### config.mk
export PLATFORM = sky130hd
export DESIGN_NAME = mandelbrot_iterator_flat
export DESIGN_NICKNAME = d
export VERILOG_FILES = /design/src/rtl/mandelbrot_iterator_if.sv /design/src/rtl/mandelbrot_iterator.sv /design/src/flat_wrapper.sv
export SDC_FILE = /design/constraint.sdc
export NUM_CORES = 1
export LEC_CHECK = 0
export BUFFER_PORTS_ARGS = -buffer_cell sky130_fd_sc_hd__buf_2
export CORE_UTILIZATION = 45
export DETAILED_ROUTE_END_ITERATION = 12
export PLACE_DENSITY = 0.74
export REMOVE_ABC_BUFFERS = 1
export SYNTH_ARGS = -nofsm -noshare
export SYNTH_HDL_FRONTEND = slang
export SYNTH_SLANG_ARGS = --single-unit
export TNS_END_PERCENT = 100
### constraint.sdc
create_clock -name clk -period 5.8 [get_ports clk]
set_input_delay 0.58 -clock clk [delete_from_list [all_inputs] [get_ports clk]]
set_output_delay 0.58 -clock clk [all_outputs]
set_load 0.05 [all_outputs]
### src/rtl/mandelbrot_iterator_if.sv
// Point request, generator loop and result signals of the Mandelbrot iterator.
// The slave side is the iterator, the master side supplies points and the external z^2 generator.
interface mandelbrot_iterator_if #(
    parameter int ITER_W = 16
);
    logic              start;
    logic [31:0]       c_re;
    logic [31:0]       c_im;
    logic [ITER_W-1:0] max_iter;

    logic [31:0]       gen_a;
    logic [31:0]       gen_b;
    logic [31:0]       gen_aa_minus_bb;
    logic [31:0]       gen_two_ab;
    logic [31:0]       gen_aa_plus_bb;

    logic              busy;
    logic              done;
    logic [ITER_W-1:0] iter_count;
    logic              escaped;

    modport slave (
        input  start, c_re, c_im, max_iter,
        input  gen_aa_minus_bb, gen_two_ab, gen_aa_plus_bb,
        output gen_a, gen_b,
        output busy, done, iter_count, escaped
    );

    modport master (
        output start, c_re, c_im, max_iter,
        output gen_aa_minus_bb, gen_two_ab, gen_aa_plus_bb,
        input  gen_a, gen_b,
        input  busy, done, iter_count, escaped
    );
endinterface

### src/rtl/mandelbrot_iterator.sv
// Escape-time iterator for one point c in Q4.28: z <- z^2 + c, one step per clock,
// using an external combinational squarer that sees z on gen_a/gen_b.
module mandelbrot_iterator #(
    parameter int ITER_W = 16
) (
    input  logic                   clk,
    input  logic                   rst_n,
    mandelbrot_iterator_if.slave   bus
);
    typedef enum logic [1:0] {
        IDLE = 2'd0,
        ITER = 2'd1,
        DONE = 2'd2
    } state_t;

    localparam logic signed [31:0] BOUND_POS = 32'sh2000_0000;   //  2.0
    localparam logic signed [31:0] BOUND_NEG = 32'shE000_0000;   // -2.0
    localparam logic signed [31:0] MAG_LIM   = 32'sh4000_0000;   //  4.0

    state_t             state_q;
    logic signed [31:0] z_re_q;
    logic signed [31:0] z_im_q;
    logic [31:0]        c_re_q;
    logic [31:0]        c_im_q;
    logic [ITER_W-1:0]  max_iter_q;
    logic [ITER_W-1:0]  n_q;
    logic               busy_q;
    logic               done_q;
    logic               escaped_q;
    logic [ITER_W-1:0]  iter_count_q;

    logic signed [31:0] z_re_d;
    logic signed [31:0] z_im_d;
    logic [ITER_W-1:0]  n_d;
    logic signed [31:0] mag_sq;
    logic               escape_hit;
    logic               limit_hit;

    // A negative |z|^2 can only come from generator overflow, so it is treated as divergence.
    always_comb begin
        mag_sq     = $signed(bus.gen_aa_plus_bb);
        escape_hit = (z_re_q > BOUND_POS) || (z_re_q < BOUND_NEG) ||
                     (z_im_q > BOUND_POS) || (z_im_q < BOUND_NEG) ||
                     (mag_sq > MAG_LIM)   || mag_sq[31];
        limit_hit  = (n_q == max_iter_q);
        z_re_d     = $signed(bus.gen_aa_minus_bb + c_re_q);
        z_im_d     = $signed(bus.gen_two_ab + c_im_q);
        n_d        = n_q + 1'b1;
    end

    always_ff @(posedge clk) begin
        if (!rst_n) begin
            state_q      <= IDLE;
            z_re_q       <= '0;
            z_im_q       <= '0;
            c_re_q       <= '0;
            c_im_q       <= '0;
            max_iter_q   <= '0;
            n_q          <= '0;
            busy_q       <= 1'b0;
            done_q       <= 1'b0;
            escaped_q    <= 1'b0;
            iter_count_q <= '0;
        end else begin
            case (state_q)
                IDLE, DONE: begin
                    done_q <= 1'b0;
                    if (bus.start) begin
                        state_q      <= ITER;
                        c_re_q       <= bus.c_re;
                        c_im_q       <= bus.c_im;
                        max_iter_q   <= bus.max_iter;
                        z_re_q       <= '0;
                        z_im_q       <= '0;
                        n_q          <= '0;
                        busy_q       <= 1'b1;
                        escaped_q    <= 1'b0;
                        iter_count_q <= '0;
                    end
                end
                ITER: begin
                    // Escape outranks the limit so a point diverging on its last step reports escaped.
                    if (escape_hit || limit_hit) begin
                        state_q      <= DONE;
                        busy_q       <= 1'b0;
                        done_q       <= 1'b1;
                        escaped_q    <= escape_hit;
                        iter_count_q <= n_q;
                    end else begin
                        z_re_q <= z_re_d;
                        z_im_q <= z_im_d;
                        n_q    <= n_d;
                    end
                end
                default: begin
                    state_q <= IDLE;
                    busy_q  <= 1'b0;
                    done_q  <= 1'b0;
                end
            endcase
        end
    end

    assign bus.gen_a      = z_re_q;
    assign bus.gen_b      = z_im_q;
    assign bus.busy       = busy_q;
    assign bus.done       = done_q;
    assign bus.escaped    = escaped_q;
    assign bus.iter_count = iter_count_q;
endmodule

### src/flat_wrapper.sv
// flat-port wrapper written by rule: the top's interface ports become plain ports
module mandelbrot_iterator_flat 
#(
    parameter int ITER_W = 16
)
  (clk, rst_n, bus_start, bus_c_re, bus_c_im, bus_max_iter, bus_gen_aa_minus_bb, bus_gen_two_ab, bus_gen_aa_plus_bb, bus_gen_a, bus_gen_b, bus_busy, bus_done, bus_iter_count, bus_escaped);
  mandelbrot_iterator_if #(.ITER_W(ITER_W)) bus_i ();
  input  logic clk;
  input  logic rst_n;
  input wire logic [$bits(bus_i.start)-1:0] bus_start;
  input wire logic [$bits(bus_i.c_re)-1:0] bus_c_re;
  input wire logic [$bits(bus_i.c_im)-1:0] bus_c_im;
  input wire logic [$bits(bus_i.max_iter)-1:0] bus_max_iter;
  input wire logic [$bits(bus_i.gen_aa_minus_bb)-1:0] bus_gen_aa_minus_bb;
  input wire logic [$bits(bus_i.gen_two_ab)-1:0] bus_gen_two_ab;
  input wire logic [$bits(bus_i.gen_aa_plus_bb)-1:0] bus_gen_aa_plus_bb;
  output wire logic [$bits(bus_i.gen_a)-1:0] bus_gen_a;
  output wire logic [$bits(bus_i.gen_b)-1:0] bus_gen_b;
  output wire logic [$bits(bus_i.busy)-1:0] bus_busy;
  output wire logic [$bits(bus_i.done)-1:0] bus_done;
  output wire logic [$bits(bus_i.iter_count)-1:0] bus_iter_count;
  output wire logic [$bits(bus_i.escaped)-1:0] bus_escaped;
  assign bus_i.start = bus_start;
  assign bus_i.c_re = bus_c_re;
  assign bus_i.c_im = bus_c_im;
  assign bus_i.max_iter = bus_max_iter;
  assign bus_i.gen_aa_minus_bb = bus_gen_aa_minus_bb;
  assign bus_i.gen_two_ab = bus_gen_two_ab;
  assign bus_i.gen_aa_plus_bb = bus_gen_aa_plus_bb;
  assign bus_gen_a = bus_i.gen_a;
  assign bus_gen_b = bus_i.gen_b;
  assign bus_busy = bus_i.busy;
  assign bus_done = bus_i.done;
  assign bus_iter_count = bus_i.iter_count;
  assign bus_escaped = bus_i.escaped;
  mandelbrot_iterator #(.ITER_W(ITER_W)) u_core (.clk(clk), .rst_n(rst_n), .bus(bus_i));
endmodule
## Word-level counts from Yosys, hierarchy flattened

Cells that the tools add are included.

| operators by class | value |
|---|---|
| equality and inequality tests | 6 |
| muxes and demuxes | 19 |
| magnitude comparators | 5 |
| add/sub/neg operators | 3 |
| reductions and logical operators | 14 |

Operator list:

| cell | number |
|---|---|
| one-hot mux 32 bit (2 select lines) | 2 |
| two-way mux 32 bit | 3 |
| adder 32 bit | 2 |
| greater-than comparator 32 x 31 -> 1 bit (second input constant) | 2 |
| less-than comparator 32 x 30 -> 1 bit (second input constant) | 2 |
| one-hot mux 16 bit (2 select lines) | 2 |
| two-way mux 16 bit | 3 |
| greater-than comparator 32 bit (second input constant) | 1 |
| adder 16 x 1 -> 16 bit (second input constant) | 1 |
| == test 16 bit | 1 |
| logical OR 1 bit | 6 |
| AND reduction 2 bit | 3 |
| AND reduction 3 bit | 2 |
| two-way mux 1 bit | 4 |
| two-way mux 2 bit | 2 |
| != test 2 bit (second input constant) | 2 |
| one-hot mux 1 bit (2 select lines) | 2 |
| one-hot mux 2 bit (2 select lines) | 1 |
| == test 2 x 1 -> 1 bit (second input constant) | 1 |
| == test 2 bit (second input constant) | 1 |
| logical NOT 2 bit | 1 |
| != test 2 x 1 -> 1 bit (second input constant) | 1 |
| nonzero test 2 bit | 1 |
| OR reduction 2 bit | 1 |

| word-level totals | value |
|---|---|
| word-level logic and storage cells | 58 |
| input port bits | 179 |
| register bits after elaboration | 181 |
| output and inout port bits | 83 |

## Logic depth before layout (Yosys ltp)

| depth | value |
|---|---|
| word-level depth | 9 |
| depth in mapped cells | 11 |
| gate-level depth less buffers | 11 |

## Least setup slack after synthesis

Ideal clock, no wire load.

| path | value |
|---|---|
| kind | input port to flip-flop |
| start point | input port bus_gen_aa_minus_bb[0] |
| end point | register u_core.z_re_q[28] (netlist: u_core.bus.gen_a[28]) |
| setup time | 0.117 ns |
| path buffers | 0 |
| stages | 10 |
| setup slack | 2.769 ns |
| data arrival time | 2.914 ns |
| data required time | 5.683 ns |
| cells stage by stage | ha_1 fa_1 a211oi_2 o21ai_2 a21oi_2 a31oi_1 a211o_1 a311o_1 or2_0 a32o_1 |

| on the way | value |
|---|---|
| word-level cells in the longest chain between the ends | 3 |

Ends and longest elaborated chain:

| element | RTL line | source |
|---|---|---|
| start: declaration | flat_wrapper.sv:14 | `input wire logic [$bits(bus_i.gen_aa_minus_bb)-1:0] bus_gen_aa_minus_bb;` |
| adder 32 bit | mandelbrot_iterator.sv:46 | `z_re_d = $signed(bus.gen_aa_minus_bb + c_re_q);` |
| two-way mux 32 bit | mandelbrot_iterator.sv:83 | `if (escape_hit \|\| limit_hit) begin` |
| one-hot mux 32 bit (2 select lines) | mandelbrot_iterator.sv:65 | `case (state_q)` |
| end signal: assignment | mandelbrot_iterator.sv:90 | `z_re_q <= z_re_d;` |
| end: declaration | mandelbrot_iterator.sv:21 | `logic signed [31:0] z_re_q;` |

Every way passes these cells. The select of a mux whose other input is x is not followed.
A chain may end at the register's enable or synchronous reset.

## Worst setup path in the final report

| path | value |
|---|---|
| start point | register u_core.z_re_q[31] (netlist: u_core.bus.gen_a[31]) |
| end point | register u_core.n_q[14] |

| on the way | value |
|---|---|
| word-level cells in the longest chain between the ends | 9 |
| elaborated cells on any way between the ends | 10 |
| classes of those cells | order compare (2); eq/ne (1); reduce/logical (7) |

Ends and longest elaborated chain:

| element | RTL line | source |
|---|---|---|
| greater-than comparator 32 x 31 -> 1 bit or less-than comparator 32 x 30 -> 1 bit (tied branches) | mandelbrot_iterator.sv:42 | `escape_hit = (z_re_q > BOUND_POS) \|\| (z_re_q < BOUND_NEG) \|\|` |
| logical OR 1 bit (*) (2 in a row) | mandelbrot_iterator.sv:42 |  |
| logical OR 1 bit (*) (2 in a row) | mandelbrot_iterator.sv:43 | `(z_im_q > BOUND_POS) \|\| (z_im_q < BOUND_NEG) \|\|` |
| logical OR 1 bit (*) | mandelbrot_iterator.sv:44 | `(mag_sq > MAG_LIM) \|\| mag_sq[31];` |
| logical OR 1 bit (*) | mandelbrot_iterator.sv:83 |  |
| != test 2 bit (no line) (*) | -- |  |
| AND reduction 3 bit (no line) (*) | -- |  |
| end signal: assignment | mandelbrot_iterator.sv:92 | `n_q <= n_d;` |
| end: declaration | mandelbrot_iterator.sv:26 | `logic [ITER_W-1:0] n_q;` |

Mark *: on every way between the ends. The rest lies on a longest branch, timed or not.

==> flow_metrics.env <==
export IMPL_run_status="finished, final reports clean"
export IMPL_drt_wl_total_microns=28820
export IMPL_vias=9887
export IMPL_crit_type="reg2reg"
export IMPL_r2r_end="u_core.n_q[14]$_SDFFE_PN0P_"
export IMPL_fp_row_count=54
export IMPL_r2r_cells=9
export IMPL_synth_distinct_cells=75
export IMPL_cellLeakagePower_nw=5.246
export IMPL_portBuffers=261
export IMPL_critical_path_depth=9
export IMPL_grt_max_degree=89
export IMPL_power_density_mw_per_mm2=261.8
export IMPL_end_kind="register"
export IMPL_hpwl_microns=20960
export IMPL_period_share_pct=62.75
export IMPL_cts_tree="done"
export IMPL_htreeDepth=4
export IMPL_fin_util_pct=55.48
export IMPL_startpoint_type="register"
export IMPL_synth_area_sq_mm=0.009972
export IMPL_path_clk_slew_ns=0.09
export IMPL_drtIter0Drc=452
export IMPL_post_cts_setup_buffers=0
export IMPL_die_h_microns=150.9
export IMPL_ys_flop_type="dfxtp_1"
export IMPL_path_cells="nor4_1 -> nand4_1 -> o221ai_1 -> and4_1 -> nand3_4 -> nand2_2 -> nand2_1 -> or4_1 -> o31ai_1"
export IMPL_fmax_mhz=274.8
export IMPL_final_fill_count=2120
export IMPL_finalClockSkew_ns=0.01654
export IMPL_drc=0
export IMPL_ys_seq_area_share_pct=36.34
export IMPL_max_slew_margin_pct=26.17
export IMPL_final_area_sq_mm=0.01207
export IMPL_wl_per_cell_microns=16.05
export IMPL_crit_buf_inv=0
export IMPL_crit_fanout=41
export IMPL_worstPathRequired_ns=6.16
export IMPL_via_per_inst=5.505
export IMPL_finalCriticalPeriod_ns=3.639
export IMPL_antenna_found_initial=5
export IMPL_rsz0062_at_grt="no"
export IMPL_hold_viol=0
export IMPL_synth_avg_cell_area_sq_um=7.785
export IMPL_placed_area_sq_mm=0.01143
export IMPL_synthCells=1281
export IMPL_slew_viol_final=0
export IMPL_worstMarginPinSlew_ns=1.104
export IMPL_io_pins=262
export IMPL_vdd_drop_max_uv=182.3
export IMPL_yosys_register_bits=181
export IMPL_coreArea_sq_mm=0.02176
export IMPL_ctsLongestPathBuffers=2
export IMPL_overflow=0
export IMPL_fin_tns_setup_ns=0
export IMPL_synth_async_reset_ratio_pct=0
export IMPL_areaGrowthSynthToFinish_pct=21.04
export IMPL_crit_start="u_core.bus.gen_a[31]$_SDFFE_PN0P_"
export IMPL_final_common_cell="nand2_1"
export IMPL_post_cts_resized=0
export IMPL_critPathArrivalTime_ns=4.00
export IMPL_grt_pass1_wl_microns=45080
export IMPL_place_congestion=0.8779
export IMPL_cp_top_family="simple AND/OR/NAND/NOR gates"
export IMPL_setup_viol=0
export IMPL_drive_above_1_share_pct=21.05
export IMPL_rrSetupSlack_ns=2.16
export IMPL_clk_latency_ns=0.44
export IMPL_synth_edf_count=0
export IMPL_cp_slowest_stage_delay_ns=0.71
export IMPL_postRouteAntennaNets=0
export IMPL_die_width_microns=150.9
export IMPL_final_cell_mix="265 x nand2_1, 261 x buf_2, 193 x a21oi_1"
export IMPL_cts_buffers=17
export IMPL_rr_startpoint="u_core.bus.gen_a[31]$_SDFFE_PN0P_"
export IMPL_grt_usage_pct=25.21
export IMPL_drt_pass1_iterations=5
export IMPL_cap_violations=0
export IMPL_die_area_sq_mm=0.02276
export IMPL_min_path_type="in2reg"
export IMPL_fin_nets=1742
export IMPL_cp_slowest_cell="nand2_2"
export IMPL_clkSinkCount=181
export IMPL_first_global_vias=9339
export IMPL_initial_core_util_pct=45.84
export IMPL_ys_warn_count=0
export IMPL_clockRootBuffer="clkbuf_16"
export IMPL_ctsHoldBuffers=0
export IMPL_cp_endpoint="u_core.n_q[14]$_SDFFE_PN0P_"
through the flow:
| stage | std cells | setup WS [ns] | hold WS, ns | total power [mW] |
|---|---|---|---|---|
| 2_1_floorplan | 1213 | 0.4686 | 0.4367 | 1.782 |
| 3_3_place_gp | 1759 | 2.120 | 0.4366 | 1.971 |
| 3_5_place_dp | 1759 | 2.009 | 0.4422 | 1.983 |
| 4_1_cts | 1791 | 2.159 | 0.3527 | 3.178 |
| 5_1_grt | 1793 | 1.921 | 0.3671 | 3.304 |
| 6_report | 1796 | 2.161 | 0.3652 | 3.160 |
cell type report:
| type | count | area, sq um | share of cell area (%) |
|---|---|---|---|
| multi-input cells | 1016 | 6048 | 50.11 |
| flip-flops and latches | 181 | 3623 | 30.02 |
| repair buffers | 266 | 1344 | 11.13 |
| clock buffers | 17 | 425.4 | 3.524 |
| well taps | 280 | 350.3 | 2.902 |
| clock inverters | 15 | 203.9 | 1.690 |
| inverters | 16 | 62.56 | 0.5183 |
| diodes | 5 | 12.51 | 0.1037 |
state kept, by name (all words and copies together), names as in the netlist:
name	cells
u_core.bus.busy	1
u_core.bus.done	1
u_core.bus.escaped	1
u_core.bus.gen_a	32
u_core.bus.gen_b	32
u_core.bus.iter_count	16
u_core.c_im_q	32
u_core.c_re_q	32
u_core.max_iter_q	16
u_core.n_q	16
u_core.state_q	2
tightest hold or removal path, stage by stage:
cell and delay (ns):
buf_2 0.09, nand2_1 0.04, a21oi_1 0.05
where the power goes:
part | leakage (nW) | internal (mW) | switching [mW]
sequential | 1.47 | 1.29 | 0.0333
combinational | 3.47 | 0.237 | 0.398
clock | 0.302 | 0.593 | 0.609
cells in the mapped netlist (9+ instances only):
cell type	number	area share, %
a21o_1	17	1.3
nor4_1	21	1.3
dfxtp_1	181	36
nand2_1	265	10
o21bai_1	11	0.83
inv_1	15	0.56
a211oi_1	10	0.75
nand4_1	23	1.4
ha_1	63	7.9
nor3_1	17	0.85
a21oi_1	193	9.7
xor2_1	31	2.7
o21ai_0	41	2.1
nor2_1	72	2.7
buf_1	9	0.34
xnor2_1	46	4.0
buf_2	9	0.45
clkbuf_1	48	1.8
nand3_1	74	3.7
worst min-delay path by stage:
stage                                            from                                endpoint  slack (ns)  cells after the start
3_3_place_gp   u_core.bus.iter_count[12]$_SDFFE_PN0P_  u_core.bus.iter_count[12]$_SDFFE_PN0P_        0.44                      2
3_5_place_dp    u_core.bus.iter_count[3]$_SDFFE_PN0P_   u_core.bus.iter_count[3]$_SDFFE_PN0P_        0.44                      2
6_report                                 bus_c_re[15]          u_core.c_re_q[15]$_SDFFE_PN0P_        0.37                      3
5_1_grt                                   bus_c_im[8]           u_core.c_im_q[8]$_SDFFE_PN0P_        0.37                      3
2_1_floorplan          u_core.state_q[1]$_SDFFE_PN0P_          u_core.state_q[1]$_SDFFE_PN0P_        0.44                      2
4_1_cts                                  bus_c_re[15]          u_core.c_re_q[15]$_SDFFE_PN0P_        0.35                      3
kinds of logic after synthesis:
group | count (synthesis) | synth area share (%)
XOR/XNOR | 77 | 6.763
buffers and inverters | 84 | 3.325
flip-flops | 181 | 36.34
multiplexers | 5 | 0.5019
AO/OA/AOI/OAI | 345 | 20.92
adder cells (fa/ha/maj) | 65 | 8.306
AND/OR/NAND/NOR | 524 | 23.85
routing by layer:
layer	wire [microns]	global-route usage, %	vias to the layer above
met4	610	8.850	2
met3	1939	5.783	45
li1	-	-	4986
met2	13660	43.39	296
met5	17	0	-
met1	12590	30.63	4558
Note: power is estimated with default switching activity, not from simulation.
